--- config.mk ---
export PLATFORM = sky130hd
export DESIGN_NAME = snell_seq
export DESIGN_NICKNAME = d
export VERILOG_FILES = /design/src/rtl/snell_seq.sv
export SDC_FILE = /design/constraint.sdc
export NUM_CORES = 1
export LEC_CHECK = 0
export ABC_AREA = 1
export CORE_UTILIZATION = 40
export DETAILED_ROUTE_END_ITERATION = 10
export GPL_TIMING_DRIVEN = 0
export PLACE_DENSITY = 0.72
export SLEW_MARGIN = 20
export SYNTH_ARGS = -nofsm -noshare
export SYNTH_HDL_FRONTEND = slang
export SYNTH_SLANG_ARGS = --single-unit
--- constraint.sdc ---
create_clock -name clk -period 4.2 [get_ports clk]
set_clock_uncertainty 0.15 [all_clocks]
set_input_delay 0.42 -clock clk [delete_from_list [all_inputs] [get_ports clk]]
set_output_delay 0.42 -clock clk [all_outputs]
set_load 0.02 [all_outputs]
--- src/rtl/snell_seq.sv ---
// snell_seq: sequences n2/theta1/theta2 operands into a snell_law core and returns its result.
// Latency: CALC_LAT+2 cycles from the last L_T2 select cycle to res_valid rising (6 at defaults).
// Backpressure: in_ready only in W_N2/W_T1/W_T2; res_valid/res_data are held until res_ready.
//
// Ports:
//   clk, rst               - clock; asynchronous active-low reset
//   in_valid/in_ready/in_data - operand words, in order n2, theta1, theta2
//   n2_sel/t1_sel/t2_sel   - load selects to snell_law, each held SEL_HOLD cycles
//   out_sel                - output select, held through CALC and CAP
//   input_port/output_port - operand to snell_law / result from snell_law
//   res_valid/res_ready/res_data - captured result handshake
//   busy                   - low only when idle in W_N2
//   err                    - one-cycle pulse on a rejected operand
// Optional feature: define SNELL_RANGE_CHK_EN to reject n2==0 and theta>90.
module snell_seq #(
    parameter int CALC_LAT = 4,   // 1..15
    parameter int SEL_HOLD = 2    // 1..7
) (
    input  logic       clk,
    input  logic       rst,
    input  logic       in_valid,
    input  logic [6:0] in_data,
    output logic       in_ready,
    output logic       n2_sel,
    output logic       t1_sel,
    output logic       t2_sel,
    output logic       out_sel,
    output logic [6:0] input_port,
    input  logic [6:0] output_port,
    output logic       res_valid,
    output logic [6:0] res_data,
    input  logic       res_ready,
    output logic       busy,
    output logic       err
);

    typedef enum logic [3:0] {
        W_N2, L_N2, W_T1, L_T1, W_T2, L_T2, CALC, CAP, OUT
    } state_t;

    state_t     state_q, state_d;
    logic [3:0] cnt_q, cnt_d;
    logic [6:0] inport_q, inport_d;
    logic [6:0] res_q, res_d;
    logic       accept;
    logic       hold_done;
    logic       calc_done;

`ifdef SNELL_RANGE_CHK_EN
    logic       err_q, err_d;
    logic       range_bad;
    // n2 of zero is meaningless; angles beyond 90 degrees are out of the core's domain
    assign range_bad = (state_q == W_N2) ? (in_data == 7'd0) : (in_data > 7'd90);
    assign err       = err_q;
`else
    assign err = 1'b0;
`endif

    // Selects decode straight from the state register so reset drops them asynchronously
    assign in_ready   = (state_q == W_N2) || (state_q == W_T1) || (state_q == W_T2);
    assign n2_sel     = (state_q == L_N2);
    assign t1_sel     = (state_q == L_T1);
    assign t2_sel     = (state_q == L_T2);
    assign out_sel    = (state_q == CALC) || (state_q == CAP);
    assign res_valid  = (state_q == OUT);
    assign busy       = (state_q != W_N2);
    assign input_port = inport_q;
    assign res_data   = res_q;

    assign accept    = in_valid && in_ready;
    assign hold_done = (cnt_q == 4'(SEL_HOLD - 1));
    assign calc_done = (cnt_q == 4'(CALC_LAT - 1));

    always_comb begin
        state_d  = state_q;
        cnt_d    = cnt_q;
        inport_d = inport_q;
        res_d    = res_q;
`ifdef SNELL_RANGE_CHK_EN
        err_d    = 1'b0;
`endif
        case (state_q)
            W_N2, W_T1, W_T2: begin
                if (accept) begin
                    cnt_d    = 4'd0;
                    inport_d = in_data;
                    case (state_q)
                        W_N2:    state_d = L_N2;
                        W_T1:    state_d = L_T1;
                        default: state_d = L_T2;
                    endcase
`ifdef SNELL_RANGE_CHK_EN
                    // Rejected word abandons the whole triple without raising any select
                    if (range_bad) begin
                        state_d  = W_N2;
                        inport_d = 7'd0;
                        err_d    = 1'b1;
                    end
`endif
                end
            end
            L_N2, L_T1, L_T2: begin
                if (hold_done) begin
                    cnt_d = 4'd0;
                    case (state_q)
                        L_N2:    state_d = W_T1;
                        L_T1:    state_d = W_T2;
                        default: begin
                            state_d  = CALC;
                            inport_d = 7'd0;   // operand bus idles at zero while computing
                        end
                    endcase
                end else begin
                    cnt_d = cnt_q + 4'd1;
                end
            end
            CALC: begin
                if (calc_done) begin
                    cnt_d   = 4'd0;
                    state_d = CAP;
                end else begin
                    cnt_d = cnt_q + 4'd1;
                end
            end
            CAP: begin
                res_d   = output_port;
                state_d = OUT;
            end
            OUT: begin
                if (res_ready) begin
                    state_d = W_N2;
                end
            end
            default: state_d = W_N2;
        endcase
    end

    always_ff @(posedge clk or negedge rst) begin
        if (!rst) begin
            state_q  <= W_N2;
            cnt_q    <= 4'd0;
            inport_q <= 7'd0;
            res_q    <= 7'd0;
        end else begin
            state_q  <= state_d;
            cnt_q    <= cnt_d;
            inport_q <= inport_d;
            res_q    <= res_d;
        end
    end

`ifdef SNELL_RANGE_CHK_EN
    always_ff @(posedge clk or negedge rst) begin
        if (!rst) begin
            err_q <= 1'b0;
        end else begin
            err_q <= err_d;
        end
    end
`endif

endmodule

==> summary.txt <==
Critical path
  • Critical Path, Cell by Cell: inv_2 > nor4_1 > clkdlybuf4s50_1
  • Startpoint type of the worst setup path: flop
  • Crit-path max cell delay: between 600 and 700 ps
  • Crit Path Class: reg2out
  • Data required time at the worst endpoint: 3630 ps
  • Arrival time at the worst endpoint: roughly 1800 ps
  • Peak fanout along the critical path: 6
  • Critical-path top delay cell: clkdlybuf4s50_1
  • Type of element capturing the critical path: primary output

STA
  • Time the worst path needs with I/O delays and setup: roughly 2400 ps
  • Final count of negative-setup-slack endpoints: 0
  • Max-slew violations: 0
  • Achievable Freq: between 400 and 500 MHz
  • Total negative slack: 0 ps
  • Headroom to the max-slew limit: 0.361
  • RSZ-0062 raised after global routing: false
  • Worst-margin pin slew: 955 ps
  • Number of hold-slack violations in the final timing report: 0
  • Share of the clock period used by the worst path after layout: 0.565

Synthesis
  • Flop and latch count out of synthesis: 22
  • Netlist area before placement: ~1200 sq um
  • Syn Nets: ~180
  • Cell count after synthesis: around 160
  • Distinct cell type count after synthesis: 25
  • Share of the yosys chip area belonging to registers: 0.448
  • Mean area per synthesized cell: between 7 and 8 sq um
  • Synthesis warning total: 0

Drt
  • Vias: 1,104
  • Average via count per standard cell: approximately 4.7
  • Number of design rule violations left after detail routing: 0
  • DRT antenna net count: 0
  • DR pass1 iterations: 4
  • Wire length after detailed routing: around 2500 microns
  • Drt first-iter violations: 43
  • Average wire length per cell after detail routing: around 11 microns

GRT
  • Pin count of the biggest net entering global routing: 23
  • Global-route wire length before repair: approximately 4300 microns
  • Global route total overflow: 0
  • GRT Resource Usage Total: 0.167
  • Antenna violations before repair: 0
  • Number of global-route vias before repair: roughly 1,000

CTS
  • Clock tree from TritonCTS: yes
  • CTS-repair resized insts: 0
  • Clock sink count: 22
  • Max H-tree Level: 1
  • Number of buffers inserted during clock tree synthesis: 3
  • CTS Hold Buffers Added: 0
  • Maximum buffer depth of the clock tree: 2
  • Clock insertion delay at the later pin of the skew report: around 300 ps
  • Clk Tree Root Cell: clkbuf_4
  • Clock-pin slew on the worst setup and hold paths: around 120 ps
  • Post-CTS setup repair buffer count: 0

Placed design
  • Post-place instance area: roughly 1600 sq um
  • Instance count after placement with tap cells included: 230
  • HPWL after detailed placement: between 2000 and 2500 microns
  • Routability congestion estimate from global placement: 0.825
  • Buffers on Ports: 38

Floorplan
  • Initial Util: 0.435
  • Die Y-Extent: 57.5 microns
  • Num ports: 40
  • Area of the die: roughly 3300 sq um
  • Core Area: 2830 sq um
  • Number of standard-cell rows in the floorplan: 19
  • Die X-Extent: 57.5 microns

Power and ir drop
  • Total design power: 1320 uW
  • Power Density: around 800 nW/um^2
  • Worst VDD drop: ~0.00044 V
  • Leakage power summed over all cells: roughly 0.00090 uW

Outcome
  • Run status: complete, no violations

Finish
  • Fraction of final layout cells with drive strength greater than 1: 0.143
  • Area growth from synthesis to layout: 37.0%
  • Layout fillers: ~250
  • Sequential standard cell area: about 550 sq um
  • Final Net Count: 224
  • Non-filler cells in the finished layout: 234
  • Area of the multi-input gates: 532 sq um
  • Post-route cell area: about 1700 sq um
  • Antenna fix cells: 0

Min path
  • Class of the worst hold path: reg2reg

Flow run
  • Max-cap viol count: 0
## registers in the layout (all words and copies together), names as in the netlist
name and cells:
res_data 7, input_port 7, state_q 4, cnt_q 4
## where the power goes
part / internal (uW) / switching, uW
Clock: 52.8 / 60.6
Combinational: 348 / 476
Sequential: 306 / 74.1
Total: 707 / 610
## final cells by class
cell class,count,area share
well taps,31,0.0230
repair buffers,38,0.226
clock buffers,4,0.0215
multi-input cells,105,0.316
plain buffers,4,0.0208
flip-flops and latches,22,0.327
inverters,30,0.0668
## worst paths after layout
path	startpoint	end	cells past startpoint	slack [ps]
setup / recovery	state_q[3]$_DFFE_PN0P_	res_valid	3	1830
hold / removal	input_port[4]$_DFFE_PN0P_	input_port[4]$_DFFE_PN0P_	2	340
setup reg to reg	cnt_q[1]$_DFFE_PN0P_	input_port[5]$_DFFE_PN0P_	7	2690
hold reg to reg	input_port[4]$_DFFE_PN0P_	input_port[4]$_DFFE_PN0P_	2	340
max in group asynchronous	rst	res_data[1]$_DFFE_PN0P_	1	2830
min in group asynchronous	rst	cnt_q[2]$_DFFE_PN0P_	1	490
## cells by family (layout without fill, tap and decap cells)
family / Yosys count / count (layout) / synth area share
AOI/OAI and AO/OA: 14 / 14 / 0.0763
xor gates and xnor gates: 2 / 2 / 0.0142
adders and majority gates: 2 / 2 / 0.0203
buffers and inverters: 34 / 76 / 0.120
DFF: 22 / 22 / 0.448
other: 1 / 1 / 0.00305
and+or+nand+nor: 86 / 86 / 0.318
## critical path, delay by kind of cell (launching register included)
kind,cells,cell delay (ps)
buffers and inverters,2,760
DFF,1,470
and+or+nand+nor,1,270
## Yosys cell counts, drive strengths merged
cell | number | area share
nor3 | 2 | 0.0081
nor4 | 1 | 0.0051
xor2 | 2 | 0.014
nor2 | 20 | 0.073
o21ai | 11 | 0.057
nand2 | 53 | 0.18
ha | 2 | 0.020
nand3b | 1 | 0.0092
o21bai | 2 | 0.012
dfrtp | 22 | 0.45
nand3 | 9 | 0.045
inv | 30 | 0.092
conb | 1 | 0.0030
buf | 4 | 0.028
a21oi | 1 | 0.0071
## per-stage QoR
stage | hold slack (ps) | util | setup WS [ps]
finish | 344 | 0.596 | 1830
global route | 369 | 0.596 | 1680
global placement | 316 | 0.583 | 2190
detailed placement | 323 | 0.583 | 2140
floorplan | -25.6 | - | 2420
CTS | 352 | 0.596 | 1800
## cells in the final DEF (no fill, tap or decap), types with 3 or more instances in the layout
cell,instances
o21ai_1,7
nor2_1,16
nand2_1,45
nand3_1,7
dfrtp_1,22
clkdlybuf4s50_1,38
inv_2,3
clkbuf_4,3
nor2_2,3
inv_1,27
nand2_2,8
## per-layer routing
layer | vias to the layer above | part of all wire | track usage
li1 | 562 | - | -
met1 | 512 | 0.43 | 0.217
met2 | 26 | 0.52 | 0.284
met3 | 4 | 0.038 | 0.0227
met4 | 0 | 0.014 | 0.0627
met5 | - | 0 | 0
No activity file was read; power rests on OpenSTA's default activity.
